[config.mk]
export PLATFORM = sky130hd
export DESIGN_NAME = fibo_bcd_converter
export DESIGN_NICKNAME = d
export VERILOG_FILES = /design/src/rtl/fibo_pkg.sv /design/src/rtl/bcd_add3.sv /design/src/rtl/fibo_bcd_converter.sv
export SDC_FILE = /design/constraint.sdc
export NUM_CORES = 1
export LEC_CHECK = 0
export ABC_AREA = 1
export CORE_MARGIN = 2
export CORE_UTILIZATION = 25
export DETAILED_ROUTE_END_ITERATION = 16
export GPL_ROUTABILITY_DRIVEN = 0
export SLEW_MARGIN = 40
export SYNTH_ARGS = -nofsm -noshare
export SYNTH_HDL_FRONTEND = slang
export SYNTH_HIERARCHICAL = 1
export SYNTH_SLANG_ARGS = --single-unit
[constraint.sdc]
create_clock -name clk -period 3.2 [get_ports clk]
set_input_delay 0.48 -clock clk [delete_from_list [all_inputs] [get_ports clk]]
set_output_delay 0.48 -clock clk [all_outputs]
set_load 0.01 [all_outputs]
[src/rtl/fibo_pkg.sv]
// ---------------------------------------------------------------------------
// fibo_pkg
// Shared definitions for the Fibonacci display path.
//   state_t    : converter FSM states (IDLE, SHIFT, DONE)
//   BCD_W      : bits per BCD digit
//   DEF_BIN_W  : default binary width (matches the calculator output)
//   DEF_DIGITS : default BCD digit count (10^DIGITS > 2^BIN_W - 1)
// ---------------------------------------------------------------------------
package fibo_pkg;

    typedef enum logic [1:0] {
        IDLE  = 2'd0,
        SHIFT = 2'd1,
        DONE  = 2'd2
    } state_t;

    localparam int BCD_W      = 4;
    localparam int DEF_BIN_W  = 16;
    localparam int DEF_DIGITS = 5;

endpackage

[src/rtl/bcd_add3.sv]
// ---------------------------------------------------------------------------
// bcd_add3
// Double-dabble digit correction: adds 3 to a BCD digit of 5 or more so that
// the following left shift carries correctly into the next decimal digit.
//   digit_i : working BCD digit
//   digit_o : corrected digit
// ---------------------------------------------------------------------------
module bcd_add3
    import fibo_pkg::*;
(
    input  logic [BCD_W-1:0] digit_i,
    output logic [BCD_W-1:0] digit_o
);

    always_comb begin
        digit_o = digit_i;
        if (digit_i >= 4'd5) begin
            digit_o = digit_i + 4'd3;
        end
    end

endmodule

[src/rtl/fibo_bcd_converter.sv]
// ---------------------------------------------------------------------------
// fibo_bcd_converter
// Sequential binary-to-BCD converter (shift-and-add-3), one bit per clock.
//   clk        : clock, rising edge
//   reset_n    : asynchronous active-low reset
//   bin_in     : binary value, captured when a conversion starts
//   begin_conv : start request, sampled in IDLE/DONE, ignored in SHIFT
//   busy       : high while shifting
//   done       : high while bcd_out holds a finished result
//   bcd_out    : packed BCD result, digit 0 in bits [3:0]
//   blank      : leading-zero mask (only when BCD_BLANK_EN is defined)
// A conversion takes BIN_W shift edges after the capture edge; bcd_out only
// changes on the last shift edge, so partial results are never visible.
// ---------------------------------------------------------------------------
module fibo_bcd_converter
    import fibo_pkg::*;
#(
    parameter int BIN_W  = DEF_BIN_W,
    parameter int DIGITS = DEF_DIGITS
) (
    input  logic                    clk,
    input  logic                    reset_n,
    input  logic [BIN_W-1:0]        bin_in,
    input  logic                    begin_conv,
    output logic                    busy,
    output logic                    done,
    output logic [BCD_W*DIGITS-1:0] bcd_out
`ifdef BCD_BLANK_EN
    ,
    output logic [DIGITS-1:0]       blank
`endif
);

    localparam int               BCD_TOT  = BCD_W * DIGITS;
    localparam int               CNT_W    = $clog2(BIN_W + 1);
    localparam logic [CNT_W-1:0] CNT_LOAD = CNT_W'(BIN_W);

    state_t             state_q;
    logic [BCD_TOT-1:0] bcd_q;
    logic [BIN_W-1:0]   bin_q;
    logic [CNT_W-1:0]   cnt_q;
    logic               busy_q;
    logic               done_q;
    logic [BCD_TOT-1:0] bcd_out_q;

    logic [BCD_TOT-1:0] bcd_adj;
    logic [BCD_TOT-1:0] bcd_d;
    logic [BIN_W-1:0]   bin_d;
    logic               last_shift;

    genvar gi;
    generate
        for (gi = 0; gi < DIGITS; gi++) begin : g_add3
            bcd_add3 u_add3 (
                .digit_i (bcd_q[gi*BCD_W +: BCD_W]),
                .digit_o (bcd_adj[gi*BCD_W +: BCD_W])
            );
        end
    endgenerate

    // Shift {bcd,bin} left by one. The bit leaving the top of the BCD field is
    // always 0 when 10^DIGITS covers the input range; it is rotated into the
    // vacated bin LSB, whose contents are never used.
    assign bcd_d      = {bcd_adj[BCD_TOT-2:0], bin_q[BIN_W-1]};
    assign bin_d      = {bin_q[BIN_W-2:0], bcd_adj[BCD_TOT-1]};
    assign last_shift = (state_q == SHIFT) && (cnt_q == CNT_W'(1));

    always_ff @(posedge clk or negedge reset_n) begin
        if (!reset_n) begin
            state_q   <= IDLE;
            bcd_q     <= '0;
            bin_q     <= '0;
            cnt_q     <= '0;
            busy_q    <= 1'b0;
            done_q    <= 1'b0;
            bcd_out_q <= '0;
        end else begin
            case (state_q)
                IDLE, DONE: begin
                    if (begin_conv) begin
                        bin_q   <= bin_in;
                        bcd_q   <= '0;
                        cnt_q   <= CNT_LOAD;
                        state_q <= SHIFT;
                        busy_q  <= 1'b1;
                        done_q  <= 1'b0;
                    end
                end
                SHIFT: begin
                    bcd_q <= bcd_d;
                    bin_q <= bin_d;
                    cnt_q <= cnt_q - 1'b1;
                    if (last_shift) begin
                        bcd_out_q <= bcd_d;
                        state_q   <= DONE;
                        busy_q    <= 1'b0;
                        done_q    <= 1'b1;
                    end
                end
                default: begin
                    state_q <= IDLE;
                    busy_q  <= 1'b0;
                    done_q  <= 1'b0;
                end
            endcase
        end
    end

    assign busy    = busy_q;
    assign done    = done_q;
    assign bcd_out = bcd_out_q;

`ifdef BCD_BLANK_EN
    // blank[i] marks digit i as a leading zero: it and every higher digit are 0.
    // Digit 0 is always shown so a zero result still displays "0".
    logic [DIGITS-1:0] blank_d;
    logic [DIGITS-1:0] blank_q;

    assign blank_d[0] = 1'b0;
    generate
        for (gi = 1; gi < DIGITS; gi++) begin : g_blank
            assign blank_d[gi] = (bcd_d[BCD_TOT-1:gi*BCD_W] == '0);
        end
    endgenerate

    always_ff @(posedge clk or negedge reset_n) begin
        if (!reset_n) begin
            blank_q <= {{(DIGITS-1){1'b1}}, 1'b0};
        end else if (last_shift) begin
            blank_q <= blank_d;
        end
    end

    assign blank = blank_q;
`endif

endmodule

==> results of run 1 <==
-- state kept, by name, indices dropped and copies added (netlist names) --
signal / cells
cnt_q: 5
state_q: 2
bin_q: 16
bcd_q: 20
bcd_out: 20
busy: 1
-- synthesized netlist by cell type, types with 2 or more instances --
| cell | instances |
|---|---|
| sky130_fd_sc_hd__a21oi_2 | 5 |
| sky130_fd_sc_hd__buf_2 | 9 |
| sky130_fd_sc_hd__buf_6 | 4 |
| sky130_fd_sc_hd__dfrtp_1 | 64 |
| sky130_fd_sc_hd__ha_1 | 12 |
| sky130_fd_sc_hd__inv_1 | 22 |
| sky130_fd_sc_hd__inv_2 | 9 |
| sky130_fd_sc_hd__nand2_1 | 191 |
| sky130_fd_sc_hd__nand2_2 | 6 |
| sky130_fd_sc_hd__nand2_4 | 2 |
| sky130_fd_sc_hd__nand3_1 | 46 |
| sky130_fd_sc_hd__nor2_1 | 20 |
| sky130_fd_sc_hd__nor2_4 | 10 |
| sky130_fd_sc_hd__o21ai_0 | 14 |
| sky130_fd_sc_hd__o21ai_2 | 5 |
-- cell families (layout without fill, tap and decap cells) --
family / count (synthesis) / after routing / share of synthesized area (%)
buffers and inverters: 46 / 92 / 6.59
DFF: 64 / 64 / 47.9
AOI/OAI and AO/OA: 27 / 27 / 5.28
and+or+nand+nor: 275 / 275 / 35.7
adders and majority gates: 12 / 12 / 4.49
-- report_power, final --
part | total, mW | internal (mW) | switching, mW
logic | 1.97 | 0.781 | 1.19
registers | 1.47 | 1.19 | 0.285
clock network | 1.05 | 0.681 | 0.373
-- per-layer routing --
metal | vias to the layer above | global-route usage (%) | wire (µm)
met4 | 0 | 3.75 | 127
met5 | - | 0 | 0
met3 | 17 | 3.04 | 315
met2 | 54 | 18.2 | 3460
met1 | 1289 | 14.0 | 3460
li1 | 1406 | - | -
-- layout make-up --
class / instances / area [µm²]
inverter: 32 / 123
multi-input combinational: 314 / 1520
fill: 1398 / 8920
sequential: 64 / 1600
clock buffer: 9 / 225
tap: 176 / 220
clock inverter: 7 / 96.3
timing repair buffer: 44 / 425
-- final timing paths --
path | start | to | slack (ps) | cells past startpoint
max reg2reg | cnt_q[1]$_DFFE_PN0P_ | bcd_out[8]$_DFFE_PN0P_ | 1520 | 7
min reg2reg | bcd_out[5]$_DFFE_PN0P_ | bcd_out[5]$_DFFE_PN0P_ | 470 | 2
max | bcd_out[19]$_DFFE_PN0P_ | bcd_out[19] | 1460 | 1
min | reset_n | bcd_q[11]$_DFFE_PN0P_ | 150 | 1
max in group asynchronous | reset_n | bcd_q[2]$_DFFE_PN0P_ | 2320 | 2
min in group clk | bcd_out[5]$_DFFE_PN0P_ | bcd_out[5]$_DFFE_PN0P_ | 470 | 2
==> impl_metrics.json, run 1 <==
{
  "setup.worst_path.class": "flip-flop to output port",
  "status": "complete, no violations",
  "tritoncts_clock_tree": "built",
  "worstPathBufferInverterCount": 1,
  "vias_per_cell": 4.28,
  "netlist_area_um2": 3340,
  "finalWorstSetupSlack_ps": 1460,
  "fp.dieW_um": 120,
  "final_cell_mix": "sky130_fd_sc_hd__nand2_1 (191), sky130_fd_sc_hd__dfrtp_1 (64), sky130_fd_sc_hd__nand3_1 (46)",
  "largest_cells_by_area_after_synthesis": "sky130_fd_sc_hd__dfrtp_1 (48%), sky130_fd_sc_hd__nand2_1 (21%), sky130_fd_sc_hd__nand3_1 (6.9%)",
  "netlist_instances": 424,
  "netlist.area_leader.share_pct": 47.9,
  "drt_first_pass_iters": 4,
  "rows": 42,
  "routed-via-count": 2766,
  "design_area_um2": 4210,
  "cp_top_family": "buffers and inverters",
  "setup_total_negative_slack_ps": 0,
  "post_dp_hpwl_mm": 5.08,
  "crit_path_start_kind": "flip-flop",
  "headroom_to_the_max_slew_limit_pct": 49.6,
  "worstSkewPairLatency_ps": 330,
  "wire_per_inst_um": 11.4,
  "drt_iter0_markers": 191,
  "layout-area-overhead-vs-synth_pct": 26.0,
  "number_of_levels_the_h_tree_was_split_into": 3,
  "finalHoldViolCount": 0,
  "path_max_fanout": 2,
  "grt_use_total_pct": 11.1,
  "place.port_buffers": 40,
  "totalWireLength_mm": 7.36,
  "rsz_0062_raised_after_global_routing": "no",
  "synth_area_per_cell_um2": 7.88,
  "dieHeight_um": 120,
  "ys_seq_elements": 64,
  "pin_count": 41,
  "critical-path-max-stage-delay_ps": 550,
  "numCtsBuffers": 9,
  "timing.max_cap.violations": 0,
  "synth-warning-count": 6,
  "most_frequent_standard_cell_in_the_layout_excluding_fill_and_tap_cells": "sky130_fd_sc_hd__nand2_1",
  "detail_route.drc_violations": 0,
  "clkSlewWorstSetupHoldPaths_ps": 60,
  "power_density_nw_per_um2": 1070,
  "detailedPlace.worstSlack_ps": 1390,
  "cts-hold-fix-buffers": 0,
  "timing_worst_slew_pin_value_ps": 754,
  "timing.final.crit_share_pct": 54.5,
  "timing.final.crit_period_ps": 1740,
  "timing.clock.skew_ps": 7.20,
  "fin_hold_ws_ps": 149,
  "core_um2": 13100,
  "n_antenna_cell": 0,
  "p_total_mw": 4.49,
  "timing.hold.worst.class": "input port to asynchronous set/reset pin",
  "synth_enable_flop_cells": 0,
  "synth_sequential_area_ratio_pct": 47.9,
  "crit_path_top_delay_cell": "sky130_fd_sc_hd__clkdlybuf4s50_1",
  "highest_attainable_clock_frequency_mhz": 573,
  "final_max_slew_viol_count": 0,
  "global_route_wire_length_before_repair_mm": 12.9,
  "synth_ff_type": "sky130_fd_sc_hd__dfrtp_1",
  "final_antenna_net_count": 0,
  "cell_accounting_for_the_most_synthesized_area": "sky130_fd_sc_hd__dfrtp_1",
  "critical_path.cell_chain": "clkdlybuf4s50_1",
  "design.final.nets": 496,
  "cts-root-buf": "sky130_fd_sc_hd__clkbuf_16",
  "global_route.overflow_total": 0,
  "number_of_global_route_vias_before_repair": 2799,
  "dpl_cell_area_um2": 3890,
  "max-clock-path-buffers": 2,
  "final_layout_size_suffix_gt1_share_pct": 12.6,
  "leakage_nw": 2.08,
  "place.detailed.instances": 630,
  "postCtsSetupRepairBufs": 0,
  "critPathCaptureType": "output port",
  "max-vdd-ir-drop_uv": 367,
  "finalSetupViolations": 0,
  "yosys.cell_types.count": 20,
  "synth_fp_nets": 455,
  "postSynth.asyncResetShare_pct": 100,
  "grt_start_max_net_pins": 60,
  "postCtsResizedCells": 0,
  "antenna_violations_before_repair": 0,
  "critPathRequiredTime_ps": 2720,
  "critPathArrivalTime_ps": 1260,
  "die_area_um2": 14300,
  "layout.core_utilization_pct": 32.1,
  "stdcell_count": 646,
  "cts_num_sinks": 64,
  "starting_density_of_the_core_pct": 25.4
}
No activity file was read; power rests on OpenSTA's default activity.
==> run 2: changes to the inputs <==
==> constraint.sdc (replaced) <==
create_clock -name clk -period 1.7 [get_ports clk]
set_input_delay 0.255 -clock clk [delete_from_list [all_inputs] [get_ports clk]]
set_output_delay 0.255 -clock clk [all_outputs]
set_load 0.01 [all_outputs]
==> run 2 against run 1 <==
Effect of this change:
- clock power is 86% higher
- utilization is 0.55 points higher
- cell count is 0.93% higher
- combinational power is 92% higher
- first-iteration DRC count is 39% lower
- non-clock buffer count is 6 higher
- critical path depth stayed put
- register-to-register slack worse by 1300 ps
- worst hold slack better by 320 ps
- design area is 1.7% higher
- global-route usage is 0.15 points lower
- routed wire length is 1.2% lower
==> impl_metrics.json, run 2 (synthesis gave the netlist of run 1 again) <==
{
  "number_of_levels_the_h_tree_was_split_into": 3,
  "clkSlewWorstSetupHoldPaths_ps": 50,
  "setup.worst_path.class": "flip-flop to output port",
  "rsz_0062_raised_after_global_routing": "no",
  "highest_attainable_clock_frequency_mhz": 657,
  "critPathArrivalTime_ps": 1270,
  "path_max_fanout": 2,
  "core_um2": 13100,
  "stdcell_count": 652,
  "dpl_cell_area_um2": 3950,
  "pin_count": 41,
  "global_route.overflow_total": 0,
  "cp_top_family": "buffers and inverters",
  "dieHeight_um": 120,
  "worstPathBufferInverterCount": 1,
  "routed-via-count": 2768,
  "grt_start_max_net_pins": 38,
  "wire_per_inst_um": 11.1,
  "n_antenna_cell": 0,
  "grt_use_total_pct": 10.9,
  "crit_path_start_kind": "flip-flop",
  "holdPathEnd": "bcd_out[11]$_DFFE_PN0P_",
  "most_frequent_standard_cell_in_the_layout_excluding_fill_and_tap_cells": "sky130_fd_sc_hd__nand2_1",
  "timing.max_cap.violations": 0,
  "post_dp_hpwl_mm": 5.20,
  "timing.clock.skew_ps": 4.93,
  "setup_total_negative_slack_ps": 0,
  "timing.final.crit_period_ps": 1520,
  "hold-path-cell-count": 2,
  "finalSetupViolations": 0,
  "final_cell_mix": "sky130_fd_sc_hd__nand2_1 (191), sky130_fd_sc_hd__dfrtp_1 (64), sky130_fd_sc_hd__nand3_1 (46)",
  "final_layout_size_suffix_gt1_share_pct": 13.4,
  "numCtsBuffers": 9,
  "place.detailed.instances": 635,
  "final_max_slew_viol_count": 0,
  "postCtsResizedCells": 0,
  "vias_per_cell": 4.25,
  "worstSkewPairLatency_ps": 330,
  "timing.final.crit_share_pct": 89.6,
  "number_of_global_route_vias_before_repair": 2761,
  "design_area_um2": 4290,
  "max-vdd-ir-drop_uv": 647,
  "max-clock-path-buffers": 2,
  "critical_path.cell_chain": "clkdlybuf4s50_1",
  "die_area_um2": 14300,
  "layout-area-overhead-vs-synth_pct": 28.2,
  "leakage_nw": 2.12,
  "critical-path-max-stage-delay_ps": 550,
  "critPathCaptureType": "output port",
  "finalHoldViolCount": 0,
  "fp.dieW_um": 120,
  "cts-root-buf": "sky130_fd_sc_hd__clkbuf_16",
  "totalWireLength_mm": 7.27,
  "cts_num_sinks": 64,
  "hold_path.startpoint": "bcd_out[11]$_DFFE_PN0P_",
  "cts-hold-fix-buffers": 1,
  "r2r_cells": 8,
  "timing.hold.worst.class": "flip-flop to flip-flop",
  "power_density_nw_per_um2": 1980,
  "drt_iter0_markers": 116,
  "detail_route.drc_violations": 0,
  "crit-reg2reg-launch": "cnt_q[1]$_DFFE_PN0P_",
  "rr_endpoint": "bcd_out[4]$_DFFE_PN0P_",
  "global_route_wire_length_before_repair_mm": 12.5,
  "status": "complete, no violations",
  "place.port_buffers": 40,
  "crit_path_top_delay_cell": "sky130_fd_sc_hd__clkdlybuf4s50_1",
  "rows": 42,
  "drt_first_pass_iters": 7,
  "starting_density_of_the_core_pct": 25.4,
  "final_antenna_net_count": 0,
  "fin_hold_ws_ps": 466,
  "r2r_setup_slack_ps": 250,
  "antenna_violations_before_repair": 0,
  "timing_worst_slew_pin_value_ps": 655,
  "design.final.nets": 502,
  "headroom_to_the_max_slew_limit_pct": 56.3,
  "critPathRequiredTime_ps": 1440,
  "tritoncts_clock_tree": "built",
  "postCtsSetupRepairBufs": 0
}
## run 2: worst min-delay path, stage by stage, from the launching register on
cell and delay (ps):
sky130_fd_sc_hd__dfrtp_1 340, sky130_fd_sc_hd__nand2_1 50, sky130_fd_sc_hd__nand2_1 40
## run 2: worst max path at each step
stage | from | endpoint | cells past startpoint | slack [ps]
floorplan | cnt_q[1]$_DFFE_PN0P_ | bcd_out[10]$_DFFE_PN0P_ | 8 | 470
global placement | begin_conv | bin_q[15]$_DFFE_PN0P_ | 6 | 190
detailed placement | begin_conv | bin_q[13]$_DFFE_PN0P_ | 6 | 160
CTS | bcd_out[19]$_DFFE_PN0P_ | bcd_out[19] | 1 | 150
global route | cnt_q[1]$_DFFE_PN0P_ | bcd_out[1]$_DFFE_PN0P_ | 8 | 80
finish | bcd_out[19]$_DFFE_PN0P_ | bcd_out[19] | 1 | 180
## run 2: power breakdown
group,switching (mW),leakage [nW],internal [mW]
combinational,2.26,1.16,1.52
sequential,0.525,0.808,2.23
clock,0.637,0.158,1.31
total,3.43,2.12,5.07
## run 2: metrics by stage
step	util [%]	power (mW)	worst slack, ps
global placement	30.1	6.42	188
detailed placement	30.1	6.58	159
CTS	32.6	8.59	152
finish	32.6	8.50	177
global route	32.6	9.25	77.2
floorplan	-	5.48	468
## run 2: metal layers
layer	track usage, %	part of all wire [%]	up-vias
met2	17.9	46	51
met4	4.19	1.2	0
met1	13.6	49	1292
met3	3.14	3.5	6
met5	0	0	-
li1	-	-	1419
## run 2: final cells by class
class / count / area (µm²)
Timing Repair Buffer: 50 / 498
Inverter: 32 / 123
Clock inverter: 6 / 82.6
Clock buffer: 10 / 239
Sequential cell: 64 / 1600
Fill cell: 1421 / 8850
Tap cell: 176 / 220
Multi-Input combinational cell: 314 / 1520
==> variant 1, RTL diff (settings of run 1) <==
Set the package constant `BCD_W` to 5 (it was 4).
--- a/src/rtl/fibo_pkg.sv
+++ b/src/rtl/fibo_pkg.sv
@@ -16,3 +16,3 @@
 
-    localparam int BCD_W      = 4;
+    localparam int BCD_W      = 5;
     localparam int DEF_BIN_W  = 16;
Interface: changed (resized bcd_out); port bits go from 41 to 46. The function was not compared with the original's and may differ.
==> variant 1 against run 1 <==
  * Design area is 9.5% higher
  * Critical path type unchanged
  * Setup slack worse by 0.029 ns
  * Total power increased by 13%
  * Fmax decreased by 1.6%
  * Area after synthesis is 11% higher
  * Hold slack worse by 0.072 ns
  * Sequential cell count rose by 10
  * Clock power decreased by 12%
  * Highest routed layer unchanged
  * First-iteration DRC count fell by 20%
  * Count of clock-buffer cells in the layout increased by 3
  * Register-to-register slack improved by 0.13 ns
  * Wire length up 3.9%
==> variant 1: results (changes against run 1) <==
setup_path:
  slowest_delay_ns: 0.57  # +0.02 ns
  slowest_stage: "clkdlybuf4s50_1"
  worstPathArrival_ns: 1.29  # +0.03 ns
  reg2reg_depth: 8  # +1
  r2r_setup_slack_ns: 1.65  # +0.13 ns
  crit_fanout: 3  # +1
placement:
  dp_hpwl_mm: 5.55  # +9.3%
  portBuffers: 45  # +13%
synth:
  ys_types: 25  # +25%
  ys_seq_area_share_pct: 49.7  # +1.8 points
  ys_warn_count: 6  # unchanged
  synth_nets: 479  # +5.3%
  synth_compound_area_share_pct: 9.94  # +4.7 points
  netlist_top_cells_area: "dfrtp_1 50%, nand2_1 16%, inv_1 5.0%, o21ai_1 4.8%, nand3_1 4.6%"
  synth_fa_ha_area_share_pct: 4.03  # -0.46 points
  synthMuxAreaShare_pct: 0  # unchanged
  synth_commonest_cells: "155 x nand2_1, 74 x dfrtp_1, 50 x inv_1, 36 x o21ai_1, 34 x nand3_1"
  synthXorXnorAreaFrac_pct: 3.52  # +3.5 points
timing:
  worstMarginPinSlew_ns: 0.485  # -0.268 ns
  skew_ns: 0.00400  # -0.00320 ns
clock_network:
  cts_resized: 0  # unchanged
  cts-htree-levels: 3  # unchanged
  cts_buffer_depth: 2  # unchanged
  post_cts_buffers: 0  # unchanged
  numCtsBuffers: 9  # unchanged
final_layout:
  diodes: 0  # unchanged
  fillers: 1553  # +11%
  nets: 525  # +5.8%
  drive_above_1_share_pct: 8.23  # -4.3 points
global_routing:
  grt.total_usage_pct: 10.5  # -0.54 points
  grt_pass1_wl_mm: 13.6  # +6.1%
  grt_max_degree: 51  # -15%
drt:
  first_iter_violations: 153  # -20%
  route.vias.total: 2925  # +5.7%
  avgRoutedWirePerCell_um: 11.2  # -1.5%
  drt_first_pass_iters: 4  # unchanged
worst_hold_path:
  hold_path_class: "input port to async pin"
pwr:
  peakVddDrop_mv: 0.329  # -10%
  power.leakage_uw: 0.00224  # +7.9%
outcome:
  status: "finished clean"
-- variant 1: cell types whose count changed after synthesis, moves of 7 or more --
| cell | delta |
|---|---|
| nor2_1 | -7 |
| nand3_1 | -12 |
| inv_1 | +28 |
| dfrtp_1 | +10 |
| nand2_1 | -36 |
| nor2_4 | -10 |
| o21ai_1 | +36 |
| xnor2_1 | +10 |
-- variant 1: cells by family after synthesis --
kind of cell,count (synthesis)
AO/OA/AOI/OAI,62
XOR/XNOR,15
adder cells (fa/ha/maj),12
buffers and inverters,71
flip-flops,74
AND/OR/NAND/NOR,214
-- variant 1: final timing paths --
check,start,to
setup / recovery,state_q[1],done
hold / removal,reset_n,bin_q[9]
setup reg to reg,cnt_q[1],bcd_out[19]
hold reg to reg,bin_q[6],bin_q[6]
max in group asynchronous,reset_n,bcd_q[16]
min in group clk,bin_q[6],bin_q[6]
-- variant 1: layout make-up --
type	count	area [µm²]	share of cell area, %
Clock buffer	12	256	5.56
Clock inverter	3	15.0	0.325
Inverter	57	216	4.69
Multi-Input combinational cell	303	1570	33.9
Sequential cell	74	1850	40.1
Tap cell	184	230	4.99
Timing Repair Buffer	49	478	10.4
-- variant 1: per-layer routing --
metal	wire length (µm)	track usage, %	vias to the layer above
li1	-	-	1490
met1	3500	12.6	1378
met2	3720	18.1	47
met3	321	2.93	10
met4	114	3.68	0
met5	0	0	-
-- variant 1: power by group --
group / internal, µW / total, µW / switching [µW]
combinational: 989 / 2360 / 1370
clock: 558 / 921 / 363
sequential: 1400 / 1800 / 400
-- variant 1: per-stage QoR --
stage          setup WS (ns)  hold WS, ns  power [µW]  cells  area [µm²]
5_1_grt                 1.38        0.115        5590    682        4610
2_1_floorplan           1.93        0.184        3480    448        3730
3_3_place_gp            1.41        0.467        4110    667        4340
3_5_place_dp            1.40        0.474        4210    667        4340
6_report                1.43       0.0767        5080    682        4610
4_1_cts                 1.41        0.216        5160    682        4610
==> variant 2, RTL diff (config.mk and constraints of run 1) <==
Without the edit above. The 3 states of `state_t` get a one-hot encoding in 3 bits.
--- a/src/rtl/fibo_pkg.sv
+++ b/src/rtl/fibo_pkg.sv
@@ -10,6 +10,6 @@
 
-    typedef enum logic [1:0] {
-        IDLE  = 2'd0,
-        SHIFT = 2'd1,
-        DONE  = 2'd2
+    typedef enum logic [2:0] {
+        IDLE  = 3'b001,
+        SHIFT = 3'b010,
+        DONE  = 3'b100
     } state_t;
Formal check against the unedited RTL: same outputs for any inputs over 10 cycles, from zero or initial values and one cycle with reset_n low; not proved beyond that.
==> variant 2 against run 1 <==
  * Sequential share of layout area decreased by 1.3 points
  * Register-to-register slack worse by 0.35 ns
  * Critical path type is now flop to flop
  * Area after synthesis increased by 8.0%
  * Clock skew is 0.0011 ns higher
  * Sequential power is 20% lower
  * Setup slack lost 0.29 ns
  * Combinational power down 48%
  * Sequential cell count grew 2
  * Wire length rose by 8.6%
  * Design area is 6.8% higher
  * Global-route usage rose by 0.26 points
  * Highest routed layer unchanged
  * Total power fell by 28%
==> variant 2: results (changes against run 1) <==
global_routing:
  grt_pass1_vias: 2988  # +6.8%
  grt_use_met3_pct: 4.08  # +1.0 points
  grt_util_met1_pct: 13.7  # -0.32 points
  grt_pass1_wl_mm: 13.6  # +5.4%
  grt_max_degree: 46  # -23%
  grt.total_usage_pct: 11.3  # +0.26 points
  antenna_found_initial: 0  # unchanged
  use_met2_pct: 18.8  # +0.57 points
setup_path:
  r2r_setup_slack_ns: 1.17  # -0.35 ns
  reg2reg_depth: 6  # -1
  worstPathArrival_ns: 2.30  # +1.04 ns
  rr_endpoint: "bin_q[6]"
  critical_path_class: "flop to flop"
  timing.critical_path.from: "state_q[1]"
  crit_fanout: 41  # +39
placement:
  post_dp_cell_area_mm2: 0.00417  # +7.2%
  dp_hpwl_mm: 5.37  # +5.7%
timing:
  skew_ns: 0.00828  # +0.00108 ns
  maxSlewHeadroom_pct: 55.3  # +5.7 points
  hold_slack_ns: 0.0973  # -0.0515 ns
synth:
  netlist_top_cells_area: "dfrtp_1 45%, nand2_1 23%, nand3_1 8.9%, ha_1 4.2%, nor2_4 3.4%"
  ys_seq_area_share_pct: 45.8  # -2.1 points
  synth_commonest_cells: "222 x nand2_1, 65 x dfrtp_1, 64 x nand3_1, 25 x inv_1, 16 x nor2_1"
drt:
  avgRoutedWirePerCell_um: 11.5  # +0.97%
  first_iter_violations: 177  # -7.3%
  via_per_inst: 4.41  # +3.0%
pwr:
  peakVddDrop_mv: 0.390  # +6.1%
  power.leakage_uw: 0.00227  # +9.3%
clock_network:
  numCtsBuffers: 9  # unchanged
final_layout:
  nets: 542  # +9.3%
  fillers: 1500  # +7.3%
  drive_above_1_share_pct: 11.5  # -1.1 points
outcome:
  status: "finished clean"
==> variant 2: cell types whose count changed after synthesis, sizes merged, moves of 2 or more <==
cell	change
nor2	-3
buf	+2
nand3	+18
clkbuf	+2
o21ai	-4
nand4	+3
nand2	+32
==> variant 2: stage by stage <==
step           utilization [%]  worst slack [ns]  total power, µW  cells
2_1_floorplan                -              1.84             1960    474
3_3_place_gp              29.8             0.946             2190    680
3_5_place_dp              29.8             0.907             2210    680
4_1_cts                   32.1             0.896             3280    695
5_1_grt                   32.2             0.987             3490    695
6_report                  32.2              1.17             3240    695
==> variant 2: worst min-delay path by stage <==
| stage | endpoint | cells past startpoint |
|---|---|---|
| 4_1_cts | bcd_q[15] | 1 |
| 2_1_floorplan | bcd_out[0] | 0 |
| 6_report | bcd_out[13] | 1 |
| 3_3_place_gp | bcd_out[19] | 2 |
| 3_5_place_dp | bcd_out[8] | 2 |
| 5_1_grt | bcd_out[13] | 1 |
==> variant 2: layout make-up <==
cell class	count	area, µm²	area share (%)
multi-input cells	359	1750	38.8
inverters	31	116	2.59
well taps	180	225	5.01
repair buffers	44	440	9.79
clock buffers	9	225	5.01
clock inverters	6	92.6	2.06
flip-flops and latches	66	1650	36.7
==> variant 2: critical path, stage by stage, from the launching register on <==
cell	delay, ns
dfrtp_1	0.77
inv_1	0.21
nand3_1	0.18
nand2_4	0.17
nand2_4	0.39
nand2_1	0.13
nand2_1	0.10
==> variant 2: where the power goes <==
part / switching (µW) / internal [µW] / total [µW]
registers: 148 / 1030 / 1180
clock network: 363 / 679 / 1040
logic: 685 / 341 / 1030
total: 1200 / 2050 / 3240
==> variant 2: metal layers <==
metal	share of wire [%]	wire length, µm	vias to the layer above
li1	-	-	1557
met5	0	0	-
met2	48	3810	77
met1	45	3630	1420
met3	5.6	448	10
met4	1.4	112	0
==> variant 2: kinds of logic (layout without fill, tap and decap cells) <==
logic type                 Yosys count  count (layout)  synth area share, %
and+or+nand+nor                    326             326                 40.0
DFF                                 66              66                 45.8
buffers and inverters               49              90                 6.00
AOI/OAI and AO/OA                   20              20                 3.81
adders and majority gates           12              12                 4.16
xor gates and xnor gates             1               1                0.243
